<file path="config.mk">
export PLATFORM = sky130hd
export DESIGN_NAME = memory_stage_controller_flat
export DESIGN_NICKNAME = d
export VERILOG_FILES = /design/src/rtl/memory_stage_controller_pkg.sv /design/src/rtl/memory_stage_controller_if.sv /design/src/rtl/memory_stage_controller_aligner.sv /design/src/rtl/memory_stage_controller.sv /design/src/flat_wrapper.sv
export SDC_FILE = /design/constraint.sdc
export NUM_CORES = 1
export LEC_CHECK = 0
export BUFFER_PORTS_ARGS = -buffer_cell sky130_fd_sc_hd__buf_2
export CAP_MARGIN = 25
export CORE_MARGIN = 8
export CORE_UTILIZATION = 51
export CTS_BUF_LIST = sky130_fd_sc_hd__clkbuf_4 sky130_fd_sc_hd__clkbuf_8
export CTS_CLUSTER_SIZE = 14
export DETAILED_ROUTE_END_ITERATION = 12
export GPL_TIMING_DRIVEN = 0
export MAX_ROUTING_LAYER = met4
export PLACE_DENSITY = 0.87
export SKIP_CTS_REPAIR_TIMING = 1
export SLEW_MARGIN = 20
export SYNTH_ARGS = -nofsm -noshare
export SYNTH_HDL_FRONTEND = slang
export SYNTH_HIERARCHICAL = 1
export SYNTH_SLANG_ARGS = --single-unit
export TNS_END_PERCENT = 50
</file>
<file path="constraint.sdc">
create_clock -name clock -period 2.15 [get_ports clock]
set_clock_uncertainty 0.05 [all_clocks]
set_input_delay 0.1075 -clock clock [delete_from_list [all_inputs] [get_ports clock]]
set_output_delay 0.1075 -clock clock [all_outputs]
set_load 0.05 [all_outputs]
</file>
<file path="src/rtl/memory_stage_controller_pkg.sv">
// defaultParameters: shared funct3 encodings, FSM state enum and lane helpers for the memory stage
package defaultParameters;
  typedef enum logic [1:0] {IDLE, BUSY, DONE} state_t;
  localparam logic [2:0] F3_B  = 3'b000;
  localparam logic [2:0] F3_H  = 3'b001;
  localparam logic [2:0] F3_W  = 3'b010;
  localparam logic [2:0] F3_BU = 3'b100;
  localparam logic [2:0] F3_HU = 3'b101;
  function automatic logic [3:0] byte_enable(input logic [1:0] size, input logic [1:0] off);
    return size == 2'b00 ? 4'b0001 << off : size == 2'b01 ? 4'b0011 << {off[1], 1'b0} : 4'b1111;
  endfunction
  function automatic logic [31:0] lane_replicate(input logic [1:0] size, input logic [31:0] d);
    return size == 2'b00 ? {4{d[7:0]}} : size == 2'b01 ? {2{d[15:0]}} : d;
  endfunction
endpackage

</file>
<file path="src/rtl/memory_stage_controller_if.sv">
// memory_stage_controller_if: MEM-stage pipeline controls plus data-bus handshake
// slave: the controller (takes pipeline/bus inputs, drives bus request and results)
// master: the pipeline/bus environment
interface memory_stage_controller_if #(parameter int ADDR_WIDTH = 32, parameter int DATA_WIDTH = 32);
  logic                  accessValid;
  logic                  flush;
  logic                  memoryReadEnable;
  logic                  memoryWriteEnable;
  logic [2:0]            funct3;
  logic [ADDR_WIDTH-1:0] address;
  logic [DATA_WIDTH-1:0] storeData;
  logic                  memReq;
  logic                  memWe;
  logic [ADDR_WIDTH-1:0] memAddr;
  logic [DATA_WIDTH-1:0] memWdata;
  logic [3:0]            memByteEnable;
  logic                  memReady;
  logic [DATA_WIDTH-1:0] memRdata;
  logic                  stall;
  logic [DATA_WIDTH-1:0] loadData;
  logic                  loadValid;
  logic                  accessFault;
  modport slave (
    input  accessValid, flush, memoryReadEnable, memoryWriteEnable, funct3, address, storeData, memReady, memRdata,
    output memReq, memWe, memAddr, memWdata, memByteEnable, stall, loadData, loadValid, accessFault
  );
  modport master (
    output accessValid, flush, memoryReadEnable, memoryWriteEnable, funct3, address, storeData, memReady, memRdata,
    input  memReq, memWe, memAddr, memWdata, memByteEnable, stall, loadData, loadValid, accessFault
  );
endinterface

</file>
<file path="src/rtl/memory_stage_controller_aligner.sv">
// load_data_aligner: picks the addressed byte/halfword of a bus word and sign/zero-extends it
// i_funct3: access size/sign, i_offset: address[1:0], i_rdata: bus word, o_data: extended result
module load_data_aligner
  import defaultParameters::*;
(
  input  logic [2:0]  i_funct3,
  input  logic [1:0]  i_offset,
  input  logic [31:0] i_rdata,
  output logic [31:0] o_data
);
  logic [7:0]  w_byte;
  logic [15:0] w_half;
  always_comb begin
    w_byte = i_rdata[{i_offset, 3'b000} +: 8];
    w_half = i_rdata[{i_offset[1], 4'b0000} +: 16];
    o_data = i_funct3 == F3_B  ? {{24{w_byte[7]}}, w_byte} :
             i_funct3 == F3_H  ? {{16{w_half[15]}}, w_half} :
             i_funct3 == F3_BU ? {24'b0, w_byte} :
             i_funct3 == F3_HU ? {16'b0, w_half} : i_rdata;
  end
endmodule

</file>
<file path="src/rtl/memory_stage_controller.sv">
// memory_stage_controller: MEM-stage load/store sequencer driving a single-outstanding data bus
// clock/reset: rising-edge clock, sync active-high reset; bus: pipeline controls, bus handshake, stall and load results
module memory_stage_controller
  import defaultParameters::*;
#(
  parameter int ADDR_WIDTH     = 32,
  parameter int DATA_WIDTH     = 32,
  parameter int TIMEOUT_CYCLES = 255
) (
  input logic                     clock,
  input logic                     reset,
  memory_stage_controller_if.slave bus
);
  localparam int CW = $clog2(TIMEOUT_CYCLES + 1);
  localparam logic [CW-1:0] LAST = CW'(TIMEOUT_CYCLES - 1);
  state_t                r_state, w_next;
  logic [CW-1:0]         r_count;
  logic [ADDR_WIDTH-1:0] r_addr;
  logic [2:0]            r_f3;
  logic                  r_we, r_flushed, r_timeout;
  logic [3:0]            r_be;
  logic [DATA_WIDTH-1:0] r_wdata, r_load_data;
  logic [31:0]           w_ld_data;
  logic w_idle, w_busy, w_done, w_req, w_legal, w_addr_ok, w_start, w_bad, w_timeout;
  load_data_aligner u_aligner (
    .i_funct3(r_f3),
    .i_offset(r_addr[1:0]),
    .i_rdata (bus.memRdata),
    .o_data  (w_ld_data)
  );
  // A request held while reset is high must neither stall nor fault.
  always_comb begin
    w_idle    = r_state == IDLE;
    w_busy    = r_state == BUSY;
    w_done    = r_state == DONE;
    w_req     = !reset && w_idle && bus.accessValid && !bus.flush && (bus.memoryReadEnable || bus.memoryWriteEnable);
    w_legal   = bus.memoryReadEnable ? bus.funct3 inside {F3_B, F3_H, F3_W, F3_BU, F3_HU} : bus.funct3 inside {F3_B, F3_H, F3_W};
    w_addr_ok = bus.funct3[1:0] == 2'b01 ? !bus.address[0] : bus.funct3[1:0] == 2'b10 ? bus.address[1:0] == 2'b00 : 1'b1;
    w_start   = w_req && (bus.memoryReadEnable ^ bus.memoryWriteEnable) && w_legal && w_addr_ok;
    w_bad     = w_req && !w_start;
    w_timeout = w_busy && !bus.memReady && r_count == LAST;
  end
  always_ff @(posedge clock) begin
    if (reset) r_state <= IDLE;
    else r_state <= w_next;
  end
  always_comb begin
    w_next = w_idle ? (w_start ? BUSY : IDLE) : w_busy ? ((bus.memReady || w_timeout) ? DONE : BUSY) : IDLE;
  end
  always_comb begin
    bus.stall         = w_start || w_busy;
    bus.memReq        = w_busy;
    bus.memWe         = r_we;
    bus.memAddr       = {r_addr[ADDR_WIDTH-1:2], 2'b00};
    bus.memWdata      = r_wdata;
    bus.memByteEnable = r_be;
    bus.loadData      = r_load_data;
    bus.loadValid     = w_done && !r_we && !r_flushed && !r_timeout;
    bus.accessFault   = w_bad || (w_done && r_timeout && !r_flushed);
  end
  // loadData is registered on the BUSY->DONE edge so it holds outside DONE.
  always_ff @(posedge clock) begin
    if (reset) begin
      r_count     <= '0;
      r_addr      <= '0;
      r_f3        <= '0;
      r_we        <= 1'b0;
      r_be        <= '0;
      r_wdata     <= '0;
      r_flushed   <= 1'b0;
      r_timeout   <= 1'b0;
      r_load_data <= '0;
    end else begin
      if (w_start) begin
        r_addr    <= bus.address;
        r_f3      <= bus.funct3;
        r_we      <= bus.memoryWriteEnable;
        r_be      <= byte_enable(bus.funct3[1:0], bus.address[1:0]);
        r_wdata   <= lane_replicate(bus.funct3[1:0], bus.storeData);
        r_flushed <= 1'b0;
        r_timeout <= 1'b0;
        r_count   <= '0;
      end
      if (w_busy) begin
        r_count <= r_count + 1'b1;
        if (bus.flush) r_flushed <= 1'b1;
        if (w_timeout) begin
          r_timeout   <= 1'b1;
          r_load_data <= '0;
        end else if (bus.memReady && !r_we) r_load_data <= w_ld_data;
      end
    end
  end
endmodule

</file>
<file path="src/flat_wrapper.sv">
// flat-port wrapper written by rule: the top's interface ports become plain ports
module memory_stage_controller_flat import defaultParameters::*;
#(
  parameter int ADDR_WIDTH     = 32,
  parameter int DATA_WIDTH     = 32,
  parameter int TIMEOUT_CYCLES = 255
)
  (clock, reset, bus_accessValid, bus_flush, bus_memoryReadEnable, bus_memoryWriteEnable, bus_funct3, bus_address, bus_storeData, bus_memReady, bus_memRdata, bus_memReq, bus_memWe, bus_memAddr, bus_memWdata, bus_memByteEnable, bus_stall, bus_loadData, bus_loadValid, bus_accessFault);
  memory_stage_controller_if #(.ADDR_WIDTH(ADDR_WIDTH), .DATA_WIDTH(DATA_WIDTH)) bus_i ();
  input logic clock;
  input logic reset;
  input wire logic [$bits(bus_i.accessValid)-1:0] bus_accessValid;
  input wire logic [$bits(bus_i.flush)-1:0] bus_flush;
  input wire logic [$bits(bus_i.memoryReadEnable)-1:0] bus_memoryReadEnable;
  input wire logic [$bits(bus_i.memoryWriteEnable)-1:0] bus_memoryWriteEnable;
  input wire logic [$bits(bus_i.funct3)-1:0] bus_funct3;
  input wire logic [$bits(bus_i.address)-1:0] bus_address;
  input wire logic [$bits(bus_i.storeData)-1:0] bus_storeData;
  input wire logic [$bits(bus_i.memReady)-1:0] bus_memReady;
  input wire logic [$bits(bus_i.memRdata)-1:0] bus_memRdata;
  output wire logic [$bits(bus_i.memReq)-1:0] bus_memReq;
  output wire logic [$bits(bus_i.memWe)-1:0] bus_memWe;
  output wire logic [$bits(bus_i.memAddr)-1:0] bus_memAddr;
  output wire logic [$bits(bus_i.memWdata)-1:0] bus_memWdata;
  output wire logic [$bits(bus_i.memByteEnable)-1:0] bus_memByteEnable;
  output wire logic [$bits(bus_i.stall)-1:0] bus_stall;
  output wire logic [$bits(bus_i.loadData)-1:0] bus_loadData;
  output wire logic [$bits(bus_i.loadValid)-1:0] bus_loadValid;
  output wire logic [$bits(bus_i.accessFault)-1:0] bus_accessFault;
  assign bus_i.accessValid = bus_accessValid;
  assign bus_i.flush = bus_flush;
  assign bus_i.memoryReadEnable = bus_memoryReadEnable;
  assign bus_i.memoryWriteEnable = bus_memoryWriteEnable;
  assign bus_i.funct3 = bus_funct3;
  assign bus_i.address = bus_address;
  assign bus_i.storeData = bus_storeData;
  assign bus_i.memReady = bus_memReady;
  assign bus_i.memRdata = bus_memRdata;
  assign bus_memReq = bus_i.memReq;
  assign bus_memWe = bus_i.memWe;
  assign bus_memAddr = bus_i.memAddr;
  assign bus_memWdata = bus_i.memWdata;
  assign bus_memByteEnable = bus_i.memByteEnable;
  assign bus_stall = bus_i.stall;
  assign bus_loadData = bus_i.loadData;
  assign bus_loadValid = bus_i.loadValid;
  assign bus_accessFault = bus_i.accessFault;
  memory_stage_controller #(.ADDR_WIDTH(ADDR_WIDTH), .DATA_WIDTH(DATA_WIDTH), .TIMEOUT_CYCLES(TIMEOUT_CYCLES)) u_core (.clock(clock), .reset(reset), .bus(bus_i));
endmodule
</file>
# == Word-level counts from Yosys, hierarchy flattened ==
# Index checks and enable logic that the tools add are counted.
# classes
n_reduce_logical,38
eq_ne,12
muxes,25
add_sub_neg,1
bitwise_logic,1
shifts,4
# op_table
operator,n
32-bit 2-to-1 mux,8
32-bit by 6-bit variable part select with 16-bit output,1
32-bit by 6-bit variable part select with 8-bit output,1
1-bit logical AND,16
8-bit 2-to-1 mux,2
3-bit equality test (second input constant),4
1-bit 2-to-1 mux,10
8-bit by 1-bit adder with 8-bit output (second input constant),1
8-bit equality test (second input constant),1
1-bit zero test,8
4-bit 2-to-1 mux,2
3-bit by 1-bit equality test with 1-bit output (second input constant),2
2-bit zero test,3
3-bit zero test,2
2-bit 2-to-1 mux,3
5-bit nonzero test,1
2-bit by 1-bit equality test with 1-bit output (second input constant),2
2-bit equality test (second input constant),2
1-bit logical OR,4
2-bit nonzero test,2
1-bit by 2-bit << shifter with 4-bit output (first input constant),1
2-bit by 2-bit << shifter with 4-bit output (first input constant),1
3-bit by 2-bit equality test with 1-bit output (second input constant),1
3-bit nonzero test,1
2 further kinds,2
# totals
register_bits,116
in_bits,106
out_inout_bits,105
wordCells,91

# == Longest topological paths before layout ==
# logic_depth
depth_word,11
ltp_mapped,9
mapped_depth_nobuf,6

# == Hierarchy ==
# The synthesis kept the hierarchy.
# by_module_without_submodules
module,cells_per_inst,n_inst,area_per_inst_um2
memory_stage_controller,620,1,5078.6
load_data_aligner,107,1,665.6

# == Worst setup path after synthesis ==
# OpenSTA, ideal clock, no wires.
# synth_path
path_kind,reg2out
from,reg u_core.r_state[1]
to,out bus_accessFault
path_stages_with_launch,7
setup_slack_ns,-0.102
path_buffers,2
arrival_ns,2.094
path_cell_list,dfxtp_1 nor4b_4 o2111ai_2 buf_2 nor2_2 buf_4 o21ai_0
# synth_via
elab_chain_cells,11
# synth_rtl
element,line,source
start: declaration,memory_stage_controller.sv:16,"state_t r_state, w_next;"
start signal: assignment,memory_stage_controller.sv:45,else r_state <= w_next;
2-bit zero test,memory_stage_controller.sv:33,w_idle = r_state == IDLE;
1-bit logical AND (4 in series),memory_stage_controller.sv:36,w_req = !reset && w_idle && bus.accessValid && !bus.flush && (bus.memoryReadEnable || bus.memoryWriteEnable);
1-bit logical AND (3 in series),memory_stage_controller.sv:39,w_start = w_req && (bus.memoryReadEnable ^ bus.memoryWriteEnable) && w_legal && w_addr_ok;
1-bit zero test,memory_stage_controller.sv:40,w_bad = w_req && !w_start;
1-bit logical AND,memory_stage_controller.sv:40,
1-bit logical OR (*),memory_stage_controller.sv:59,bus.accessFault = w_bad || (w_done && r_timeout && !r_flushed);
end: declaration,flat_wrapper.sv:29,output wire logic [$bits(bus_i.accessFault)-1:0] bus_accessFault;
# Every way passes the cells marked *; elsewhere a longest branch is shown, timed or not.

# == Worst setup path after layout ==
# Ends and elaborated chain as after synthesis.

==> flow_summary.html <==
<table>
<tr><th>Metric</th><th>Value</th></tr>
<tr><th colspan="2">Run status</th></tr>
<tr><td>Outcome</td><td>finished, violations left</td></tr>
<tr><td>Violations in the final reports</td><td>hold timing, setup timing</td></tr>
<tr><th colspan="2">Clocking</th></tr>
<tr><td>H-tree levels</td><td>4</td></tr>
<tr><td>Worst-skew pair later-pin latency</td><td>430 ps</td></tr>
<tr><td>CTS root buf</td><td>clkbuf_8</td></tr>
<tr><td>Worst-path clk slew</td><td>70 ps</td></tr>
<tr><td>CTS Buffer Depth</td><td>2</td></tr>
<tr><td>Clock tree from TritonCTS</td><td>built</td></tr>
<tr><td>Inserted Clock Buffers</td><td>17</td></tr>
<tr><td>Sinks on Clock Net</td><td>116</td></tr>
<tr><th colspan="2">Power</th></tr>
<tr><td>Power density normalized to cell area</td><td>586 mW/mm^2</td></tr>
<tr><td>Power share of the clock group</td><td>0.392</td></tr>
<tr><td>Max VDD drop</td><td>0.468 mV</td></tr>
<tr><td>Leakage</td><td>3.51 nW</td></tr>
<tr><td>Proportion of power drawn by combinational gates</td><td>0.146</td></tr>
<tr><td>Switching power</td><td>1.32 mW</td></tr>
<tr><td>Power consumption</td><td>4.71 mW</td></tr>
<tr><td>Cell internal power dissipation</td><td>3.39 mW</td></tr>
<tr><td>Reg power frac</td><td>0.462</td></tr>
<tr><td>Proportion of total power due to net switching</td><td>0.280</td></tr>
<tr><th colspan="2">Worst setup path</th></tr>
<tr><td>Worst Path Class, Setup</td><td>reg -&gt; out</td></tr>
<tr><td>Worst-path cell with the longest stage delay</td><td>dfxtp_4</td></tr>
<tr><td>Delay of the slowest cell on the worst path</td><td>360 ps</td></tr>
<tr><td>Startpoint type of the worst setup path</td><td>flop</td></tr>
<tr><td>Bufs and invs on worst path</td><td>3</td></tr>
<tr><td>CP arrival</td><td>2010 ps</td></tr>
<tr><td>Worst Path Max Fanout</td><td>5</td></tr>
<tr><td>Most used cell along the critical path</td><td>buf_6</td></tr>
<tr><td>Cell-by-cell trace of the critical path</td><td>nor4b_4, o2111ai_2, buf_6, nor2_4, buf_6, o21ai_4, buf_6</td></tr>
<tr><td>Cell family contributing the most delay on the critical path</td><td>buffers and inverters</td></tr>
<tr><td>Required time reported for the critical path endpoint</td><td>1990 ps</td></tr>
<tr><td>Endpoint class of the critical path</td><td>primary output</td></tr>
<tr><th colspan="2">Synthesis</th></tr>
<tr><td>Main flop type after synthesis</td><td>dfxtp_1</td></tr>
<tr><td>Cells after Synth</td><td>727</td></tr>
<tr><td>Number of flops mapped to enable cells by yosys</td><td>0</td></tr>
<tr><td>Synthesis warning total</td><td>6</td></tr>
<tr><td>Syn_area_per_cell</td><td>7.90 sq um</td></tr>
<tr><td>Cell Area, Synth</td><td>0.00574 sq mm</td></tr>
<tr><td>Post-synthesis cell type count</td><td>48</td></tr>
<tr><td>Number of flip-flops and latches in the synthesized netlist</td><td>116</td></tr>
<tr><td>Portion of the post-synthesis area used by sequential elements</td><td>0.404</td></tr>
<tr><td>Async S/R FF share, synth</td><td>0</td></tr>
<tr><th colspan="2">STA</th></tr>
<tr><td>Period utilization</td><td>1.01</td></tr>
<tr><td>Peak Freq</td><td>0.462 GHz</td></tr>
<tr><td>Minimum period implied by the final worst setup slack</td><td>2170 ps</td></tr>
<tr><td>Transition time at the pin with the least slew margin</td><td>672 ps</td></tr>
<tr><td>Final count of hold timing violations</td><td>5</td></tr>
<tr><td>Final Max Tran Viols</td><td>0</td></tr>
<tr><td>Total negative slack</td><td>-16.8 ps</td></tr>
<tr><td>Worst hold-check slack</td><td>-10.4 ps</td></tr>
<tr><td>Worst-case headroom to the max-slew limit</td><td>0.551</td></tr>
<tr><td>RSZ-0062 raised after global routing</td><td>true</td></tr>
<tr><td>Setup-violating endpoint count in the final report</td><td>1</td></tr>
<tr><td>Final setup margin</td><td>-16.8 ps</td></tr>
<tr><th colspan="2">Routing</th></tr>
<tr><td>Number of routed nets with antenna violations</td><td>0</td></tr>
<tr><td>Wire length per cell after detailed routing</td><td>19.2 um</td></tr>
<tr><td>Routed via count</td><td>6927</td></tr>
<tr><td>DRC Markers</td><td>0</td></tr>
<tr><td>Violation count after the first detailed-routing iteration</td><td>852</td></tr>
<tr><td>Vias per std cell</td><td>5.89</td></tr>
<tr><td>Total length of routed wires</td><td>22.5 mm</td></tr>
<tr><td>Number of iterations in the first detailed-routing pass</td><td>8</td></tr>
<tr><th colspan="2">Placed design</th></tr>
<tr><td>RD Place Congestion</td><td>0.979</td></tr>
<tr><td>Post-Place Cell Area</td><td>0.00695 sq mm</td></tr>
<tr><td>HPWL Detailed</td><td>14.5 mm</td></tr>
<tr><td>Buffers on Ports</td><td>205</td></tr>
<tr><th colspan="2">Finish</th></tr>
<tr><td>Most used cells in the layout excluding fill and tap cells</td><td>buf_2, nand2_1, a21oi_1</td></tr>
<tr><td>Post-layout nets</td><td>1129</td></tr>
<tr><td>Area growth syn-to-layout</td><td>39.7%</td></tr>
<tr><td>Finished Cell Area</td><td>0.00803 sq mm</td></tr>
<tr><td>Most common cell after layout, fill and taps aside</td><td>buf_2</td></tr>
<tr><td>Utilization of the core after routing</td><td>0.734</td></tr>
<tr><td>Fraction of layout instances using a drive strength above 1</td><td>0.310</td></tr>
<tr><th colspan="2">Die</th></tr>
<tr><td>Number of top-level design ports</td><td>211</td></tr>
<tr><td>Die footprint</td><td>0.0149 sq mm</td></tr>
<tr><td>Initial standard-cell utilization of the core</td><td>0.525</td></tr>
<tr><td>Number of rows in the core area</td><td>38</td></tr>
<tr><td>Horizontal extent of the die</td><td>122 um</td></tr>
<tr><td>Core box area</td><td>0.0109 sq mm</td></tr>
<tr><td>Chip Height</td><td>122 um</td></tr>
<tr><th colspan="2">GRT</th></tr>
<tr><td>Remaining global-route overflow</td><td>0</td></tr>
<tr><td>Overall Global Routing Usage</td><td>0.262</td></tr>
<tr><td>Number of global-route vias before repair</td><td>6266</td></tr>
<tr><td>Number of antenna violations at the first check in global routing</td><td>3</td></tr>
<tr><td>First-pass GRT wire length</td><td>30.3 mm</td></tr>
<tr><td>Pin count of the biggest net entering global routing</td><td>17</td></tr>
<tr><th colspan="2">Min path</th></tr>
<tr><td>Hold WC Path Type</td><td>in -&gt; reg</td></tr>
<tr><th colspan="2">Job</th></tr>
<tr><td>Number of max-cap violations</td><td>0</td></tr>
</table>
layer usage:
layer,track usage,vias up,wire (um)
met5,-,-,0
met4,0.125,0,1130
met3,0.0652,116,2380
met2,0.419,470,10900
met1,0.303,3198,8170
li1,-,3143,-
power groups by stage:
stage,Combinational (mW),Clock (mW),Sequential (mW)
after floorplan,0.298,0,2.26
after detailed placement,0.554,0,2.22
after global routing,0.725,1.98,2.17
after CTS,0.557,1.86,2.17
after global placement,0.548,0,2.22
final,0.688,1.84,2.17
worst paths after layout:
path	start	to	slack [ps]	cells after the start
max	u_core/r_state[1]$_SDFF_PP0_	bus_accessFault	-20	7
min	bus_storeData[23]	u_core/bus.memWdata[23]$_SDFFE_PP0P_	-10	3
min reg2reg	u_core/bus.loadData[16]$_SDFFE_PP0P_	u_core/bus.loadData[16]$_SDFFE_PP0P_	400	2
max reg2reg	u_core/r_state[1]$_SDFF_PP0_	u_core/r_addr[29]$_SDFFE_PP0P_	140	7
cells in the mapped netlist (all sizes together), types with 7 or more instances:
cell type / number / area (sq um)
nand2: 123 / 462
a21oi: 120 / 601
dfxtp: 116 / 2320
o21ai: 68 / 344
buf: 67 / 453
nand3: 51 / 255
clkbuf: 32 / 120
mux2i: 18 / 184
a311oi: 15 / 131
nor2: 14 / 55.1
a211oi: 9 / 67.6
nor2b: 9 / 56.3
o2111ai: 9 / 85.1
inv: 8 / 30.0
o22a: 8 / 70.1
a21o: 7 / 52.6
a221o: 7 / 70.1
a2bb2oi: 7 / 61.3
registers in the layout, indices dropped and copies added (netlist names), 2 cells and up:
signal                    cells
u_core/bus.loadData          32
u_core/bus.memByteEnable      4
u_core/bus.memWdata          32
u_core/r_addr                32
u_core/r_count                8
u_core/r_f3                   3
u_core/r_state                2
kinds of logic (layout without fill, tap and decap cells):
kind of cell    Yosys count  count (layout)  share of synthesized area
compound gates          260             260                      0.272
xor+xnor                  1               1                    0.00153
fa+ha+maj                 3               3                    0.00654
buf+inv                 108             413                      0.106
flops                   116             116                      0.404
mux                      20              20                     0.0366
other cells               1               6                   0.000653
simple gates            218             218                      0.172
worst register-to-register path, delay by kind of cell (launching register included):
kind,cells,cell delay [ps]
compound gates,3,590
buf+inv,3,530
flops,1,360
simple gates,1,340
through the flow:
| stage | cells | setup WS [ps] |
|---|---|---|
| 2_1_floorplan | 728 | 188 |
| 3_3_place_gp | 1073 | 117 |
| 3_5_place_dp | 1073 | 85.8 |
| 4_1_cts | 1105 | -407 |
| 5_1_grt | 1176 | -82.5 |
| 6_report | 1177 | -16.8 |
area by class of cell:
cell class,count,area (sq um)
clock inverter,11,87.6
buffer,99,583
clock buffer,21,264
multi-input combinational,504,2840
inverter,9,33.8
tap,140,175
antenna,4,10.0
timing repair buffer,273,1700
fill,850,2910
sequential,116,2330
Power figures use the tool's default switching activity.
